File: config.mk
export PLATFORM = sky130hd
export DESIGN_NAME = imem_fetch
export DESIGN_NICKNAME = d
export VERILOG_FILES = /design/src/rtl/imem_fetch.sv
export SDC_FILE = /design/constraint.sdc
export NUM_CORES = 1
export LEC_CHECK = 0
export BUFFER_PORTS_ARGS = -buffer_cell sky130_fd_sc_hd__buf_4
export CORE_MARGIN = 2
export CORE_UTILIZATION = 54
export DETAILED_ROUTE_END_ITERATION = 8
export HOLD_SLACK_MARGIN = 0.1
export PLACE_DENSITY = 0.95
export SLEW_MARGIN = 20
export SYNTH_ARGS = -nofsm -noshare
export SYNTH_HDL_FRONTEND = slang
export SYNTH_SLANG_ARGS = --single-unit
File: constraint.sdc
create_clock -name clk -period 9.13 [get_ports clk]
set_input_delay 1.826 -clock clk [delete_from_list [all_inputs] [get_ports clk]]
set_output_delay 1.826 -clock clk [all_outputs]
set_load 0.01 [all_outputs]
File: src/rtl/imem_fetch.sv
// Instruction-fetch initiator: holds the PC, issues single-word reads to the
// instruction memory, and hands captured words to decode over valid/ready.
module imem_fetch #(
  parameter logic [31:0] RESET_PC  = 32'h0000_0000,
  parameter logic [31:0] ADDR_MASK = 32'hFFFF_FFFC
) (
  input  logic        clk,
  input  logic        rst,
  input  logic        run,
  input  logic        redirect_valid,
  input  logic [31:0] redirect_pc,
  output logic [31:0] mem_addr,
  output logic        mem_re,
  input  logic [31:0] mem_data,
  input  logic        mem_oe,
  output logic        inst_valid,
  input  logic        inst_ready,
  output logic [31:0] inst,
  output logic [31:0] inst_pc,
  output logic [31:0] fetch_count
);

  // Word alignment is enforced even if ADDR_MASK leaves the low bits open.
  localparam logic [31:0] LOAD_MASK = ADDR_MASK & 32'hFFFF_FFFC;

  typedef enum logic [1:0] {
    S_IDLE = 2'd0,
    S_REQ  = 2'd1,
    S_WAIT = 2'd2,
    S_HOLD = 2'd3
  } state_t;

  state_t      state, state_n;
  logic [31:0] pc, pc_n;
  logic        discard, discard_n;
  logic        inst_valid_n;
  logic [31:0] inst_n, inst_pc_n, fetch_count_n;
  logic [31:0] redirect_target;

  assign redirect_target = redirect_pc & LOAD_MASK;
  assign mem_re          = (state == S_REQ);
  assign mem_addr        = pc;

  always_ff @(posedge clk or posedge rst) begin
    if (rst) begin
      state       <= S_IDLE;
      pc          <= RESET_PC & LOAD_MASK;
      discard     <= 1'b0;
      inst_valid  <= 1'b0;
      inst        <= '0;
      inst_pc     <= '0;
      fetch_count <= '0;
    end else begin
      state       <= state_n;
      pc          <= pc_n;
      discard     <= discard_n;
      inst_valid  <= inst_valid_n;
      inst        <= inst_n;
      inst_pc     <= inst_pc_n;
      fetch_count <= fetch_count_n;
    end
  end

  always_comb begin
    state_n       = state;
    pc_n          = pc;
    discard_n     = discard;
    inst_valid_n  = inst_valid;
    inst_n        = inst;
    inst_pc_n     = inst_pc;
    fetch_count_n = fetch_count;

    case (state)
      S_IDLE: begin
        if (redirect_valid) begin
          pc_n = redirect_target;
        end else if (run) begin
          state_n = S_REQ;
        end
      end

      S_REQ: begin
        // The request already went out this cycle; its response becomes stale.
        if (redirect_valid) begin
          pc_n      = redirect_target;
          discard_n = 1'b1;
        end
        state_n = S_WAIT;
      end

      S_WAIT: begin
        if (redirect_valid) begin
          pc_n = redirect_target;
          if (mem_oe) begin
            // The arriving response is the only outstanding one; drop it and refetch.
            discard_n = 1'b0;
            state_n   = S_REQ;
          end else begin
            discard_n = 1'b1;
          end
        end else if (mem_oe) begin
          if (discard) begin
            discard_n = 1'b0;
            state_n   = S_REQ;
          end else begin
            inst_n       = mem_data;
            inst_pc_n    = pc;
            inst_valid_n = 1'b1;
            pc_n         = (pc + 32'd4) & LOAD_MASK;
            state_n      = S_HOLD;
          end
        end
      end

      S_HOLD: begin
        if (redirect_valid) begin
          pc_n         = redirect_target;
          inst_valid_n = 1'b0;
          state_n      = run ? S_REQ : S_IDLE;
        end else if (inst_valid && inst_ready) begin
          inst_valid_n  = 1'b0;
          fetch_count_n = fetch_count + 32'd1;
          state_n       = run ? S_REQ : S_IDLE;
        end
      end

      default: state_n = S_IDLE;
    endcase
  end

endmodule

Word level (Yosys, flattened, before mapping) --
Cells that the tools add are included.
Word-level totals: register bits 132, bits of input ports 70, output and inout port bits 130, logic and storage cells 61
Cells by class: add/sub/neg operators 2, equality and inequality tests 13, muxes and demuxes 26, bitwise gates (word level) 2, reduce and logical (&&, ||, !) cells 11
Operators by type and width (count):
- $mux W32 | 4
- $pmux W32 S2 | 1
- $add A32 B1 Y32 const B | 1
- $add A32 B3 Y32 const B | 1
- $mux W2 | 8
- $ne A2 B2 Y1 const B | 6
- $mux W1 | 10
- $ne A3 B3 Y1 const B | 3
- $reduce_and A3 Y1 | 3
- $pmux W2 S4 | 1
- $reduce_and A4 Y1 | 2
- $reduce_and A5 Y1 | 1
- $eq A2 B2 Y1 const B | 2
- $pmux W1 S2 | 2
- $reduce_bool A2 Y1 | 2
- $reduce_or A3 Y1 | 1
- $eq A2 B1 Y1 const B | 1
- $logic_not A2 Y1 | 1
- $ne A2 B1 Y1 const B | 1
- $not A1 Y1 | 2
- $logic_and A1 B1 Y1 | 1

Logic depth before layout (Yosys ltp) --
depth after elaboration 5, gate-level depth with buffers 8, mapped depth without buffers 6

Worst setup path after synthesis --
OpenSTA, ideal clock, no wires.
path type in2reg, start in redirect_valid, end reg fetch_count[31], setup time 0.124 ns, arrival 3.240 ns, data required time 9.006 ns, slack 5.766 ns, stages on the path 7, buffers on the path 2, path through clkbuf_1 > nand4b_1 > nor4_2 > and2_0 > clkbuf_1 > nand4_1 > xnor2_1
On the way: word-level cells in the longest chain between the ends 2
Ends and longest elaborated chain:
- start: declaration | line 10 | input logic redirect_valid,
- $not A1 Y1 (no line)
- $reduce_and A3 Y1 (no line)
- end signal: assignment | line 60 | fetch_count <= fetch_count_n;
- end: declaration | line 20 | output logic [31:0] fetch_count
Every way passes these cells. A chain may end at the register's enable or synchronous reset.

Worst setup path in the final report --
start in redirect_valid, end reg pc[28], in the netlist mem_addr[28]
On the way: word-level cells in the longest chain between the ends 2, elaborated cells on any way between the ends 6, those cells by class eq/ne (3); mux (2); reduce/logical (1)
Ends and longest elaborated chain:
- $ne A3 B3 Y1 (no line), or another cell as far along
- $reduce_and A3 Y1 (no line) or $pmux W32 S2 (tied branches)
- end signal: assignment | line 47 | pc <= RESET_PC & LOAD_MASK;
- end signal: assignment | line 55 | pc <= pc_n;
- end: declaration | line 34 | logic [31:0] pc, pc_n;
Parallel ways exist; a longest one is shown, timed or not.

==> run_results.csv <==
group,metric,value,unit
status,outcome,"completed",
die,coreArea,0.0107,mm2
clock_tree,clock_path_buffers,2,
synth,synth_enable_flop_cells,0,
power,power.leakage,0.00412,uW
clock_tree,post_cts_buffers,0,
synth,syn_area_per_cell,9.08,um2
critical_path,critPathArrivalTime,3930,ps
power,p_int,1530,uW
timing,tightest_slew,919,ps
critical_path,crit_path_frequent_cell,"buf_4",
clock_tree,clkTransAtPathRegs,60,ps
synth,seq_area_frac_synth,54.4,%
timing,finalClockSkew,7.38,ps
critical_path,rr_worst_depth,7,
final_layout,mostFrequentLayoutCells,"nand2_1, buf_4, dfrtp_1",
drt,wl_per_cell,16.8,um
power,p_switching,794,uW
critical_path,cp_cell_sequence,"buf_4, nor3b_2, buf_4, and2_2, buf_4, nand3_1, o22ai_1, a21oi_1",
synth,synth_cells,648,
synth,synth_warnings,0,
critical_path,crit_path_end_kind,"register",
critical_path,required,9510,ps
critical_path,r2r_end,"mem_addr[28]",
synth,synthMuxAreaShare,0.191,%
critical_path,path_class,"in2reg",
hold_path,holdPathEnd,"inst[19]",
power,power.density,289,mW/mm2
clock_tree,ctsHoldBuffers,0,
timing,setup-tns-final,0,ps
synth,synth_simple_gate_area_share,27.8,%
clock_tree,ctsHtreeMaxLevel,4,
critical_path,worstSetupStartpointType,"primary input",
final_layout,nets,904,
drt,drc,0,
global_routing,grt_max_degree,82,
clock_tree,clk_latency,500,ps
synth,synth-xor-area-share,5.06,%
timing,drv_slew,0,
critical_path,critPathSlowestCell,"buf_4",
die,die_h,108,um
die,die_x,108,um
final_layout,area_growth,36.6,%
synth,synth_top_family_by_area,"simple AND/OR/NAND/NOR gates",
timing,max_freq,0.281,GHz
clock_tree,cts_resized,0,
global_routing,grt_pass1_vias,5272,
power,clkPwrFrac,30.7,%
drt,vias,5542,
final_layout,fin_cells,985,
synth,synth_area,0.00588,mm2
timing,timing_hold_violations_final,0,
power,pwr-share-comb,30.3,%
die,dieArea,0.0117,mm2
global_routing,grt-busiest-layer,"met2",
timing,setup_viol,0,
critical_path,rrSetupSlack,6550,ps
power,ir_worst_vdd,0.151,mV
global_routing,met2_usage,47.6,%
timing,slew_headroom,38.6,%
final_layout,multiInputGateArea,0.00252,mm2
global_routing,grt_overflow,0,
final_layout,layout_commonest_cell,"nand2_1",
timing,finalCritPeriodShare,39.0,%
clock_tree,cts_buffers,17,
timing,period_minus_slack,3560,ps
clock_tree,cts.sinks,128,
clock_tree,cts_tree,"built",
place,hpwl,11.4,mm
die,rows,38,
final_layout,fillCellCount,788,
die,initial_core_util,54.8,%
synth,synth_adder_area_share,0.425,%
drt,wirelength,16.6,mm
place,port_buffers,193,
global_routing,grt_pass1_wl,26.0,mm
global_routing,groute.layer.met3.usage,6.33,%
place,dp_cells,953,
synth,ys_ff_latch,128,
global_routing,met1_usage,35.4,%
critical_path,path_depth,8,
hold_path,hold_depth,2,
drt,avgViaCountPerCell,5.63,
final_layout,antenna_cells,0,
final_layout,seqCellArea,0.00320,mm2
synth,synth-async-reset-ratio,100,%
critical_path,critPathMaxFanout,52,
hold_path,hp-start,"inst[19]",
global_routing,antenna_found_initial,0,
power,p_seq_share,39.0,%
final_layout,drive_gt1_share,29.0,%
power,swShare,34.2,%
drt,firstDrtPassIters,5,
synth,synth_compound_area_share,8.68,%
drt,ant_nets,0,
synth,synth_top_flop_cell,"dfrtp_1",
timing,rsz0062_at_grt,"false",
die,num_io_pins,200,
global_routing,grt_use_total,28.4,%
critical_path,reg2reg_from,"state[1]",
hold_path,hold_class,"reg2reg",
critical_path,cp_slowest_stage_delay,520,ps
clock_tree,ctsRootBufferMaster,"clkbuf_8",
place,place.gp.congestion,0.878,
critical_path,path_buf_inv,3,
synth,synth.distinct_cells,52,
run,maxCapViolCount,0,
drt,drtIter0Drc,502,
critical_path,crit_family,"buffers and inverters",
## area by class of cell
cell class / count / share of cell area, %
sequential: 128 / 39.8
multi-input combinational: 480 / 31.4
timing repair buffer: 198 / 18.5
clock buffer: 18 / 5.20
clock inverter: 14 / 2.51
tap: 140 / 2.18
inverter: 7 / 0.358
## worst max path at each step
stage              startpoint      endpoint  slack (ps)
2_1_floorplan             rst       discard        3890
3_3_place_gp   redirect_valid  mem_addr[27]        5150
3_5_place_dp   redirect_valid  mem_addr[27]        5110
4_1_cts        redirect_valid  mem_addr[27]        5630
5_1_grt        redirect_valid  mem_addr[28]        5500
6_report       redirect_valid  mem_addr[28]        5570
## synth_stat cells, types with 7 or more instances
| cell type | number | share of area (%) |
|---|---|---|
| nand2_1 | 225 | 14 |
| dfrtp_1 | 128 | 54 |
| nor2_1 | 33 | 2.1 |
| nand3_1 | 26 | 2.2 |
| o21ai_0 | 23 | 2.0 |
| a21oi_1 | 22 | 1.9 |
| clkbuf_1 | 21 | 1.3 |
| xnor2_1 | 21 | 3.1 |
| nand4_1 | 19 | 2.0 |
| and3_1 | 15 | 1.6 |
| xor2_1 | 13 | 1.9 |
| buf_2 | 9 | 0.77 |
| nor3_1 | 9 | 0.77 |
| o22ai_1 | 7 | 0.74 |
## layer usage
| layer | vias up | wire, um | share of wire [%] |
|---|---|---|---|
| met1 | 2638 | 6460 | 39 |
| met2 | 288 | 8120 | 49 |
| met4 | 0 | 557 | 3.4 |
| met5 | - | 0 | 0 |
| met3 | 48 | 1440 | 8.7 |
| li1 | 2568 | - | - |
## through the flow
stage,cell area [um2],utilization (%),power (uW),hold WS [ps],worst slack [ps]
global placement,7410,69.0,1580,458,5150
CTS,8030,74.8,2330,480,5630
detailed placement,7410,69.0,1610,464,5110
global route,8040,74.8,2450,491,5500
finish,8040,74.8,2320,476,5570
floorplan,5900,-,1230,508,3890
## flip-flops by register name, summed over array words and instances, names as in the netlist
register     cells
mem_addr        30
inst_valid       1
inst            32
discard          1
fetch_count     32
inst_pc         30
state            2
## power groups by stage
stage | registers (uW) | clock network (uW) | logic [uW]
2_1_floorplan | 947 | 0 | 281
3_3_place_gp | 902 | 0 | 679
3_5_place_dp | 910 | 0 | 703
4_1_cts | 902 | 720 | 709
5_1_grt | 931 | 747 | 773
6_report | 906 | 712 | 704
## worst reg2reg max path, delay by kind of cell (launching register included)
kind	cells	cell delay [ps]
buffers and inverters	2	880
AND/OR/NAND/NOR	3	810
AO/OA/AOI/OAI	2	240
flip-flops	1	540
## cell families after synthesis
group / count (synthesis)
AOI/OAI and AO/OA: 82
xor gates and xnor gates: 34
adders and majority gates: 2
buffers and inverters: 43
DFF: 128
muxes: 1
other: 1
and+or+nand+nor: 357
No activity file was read; power rests on OpenSTA's default activity.
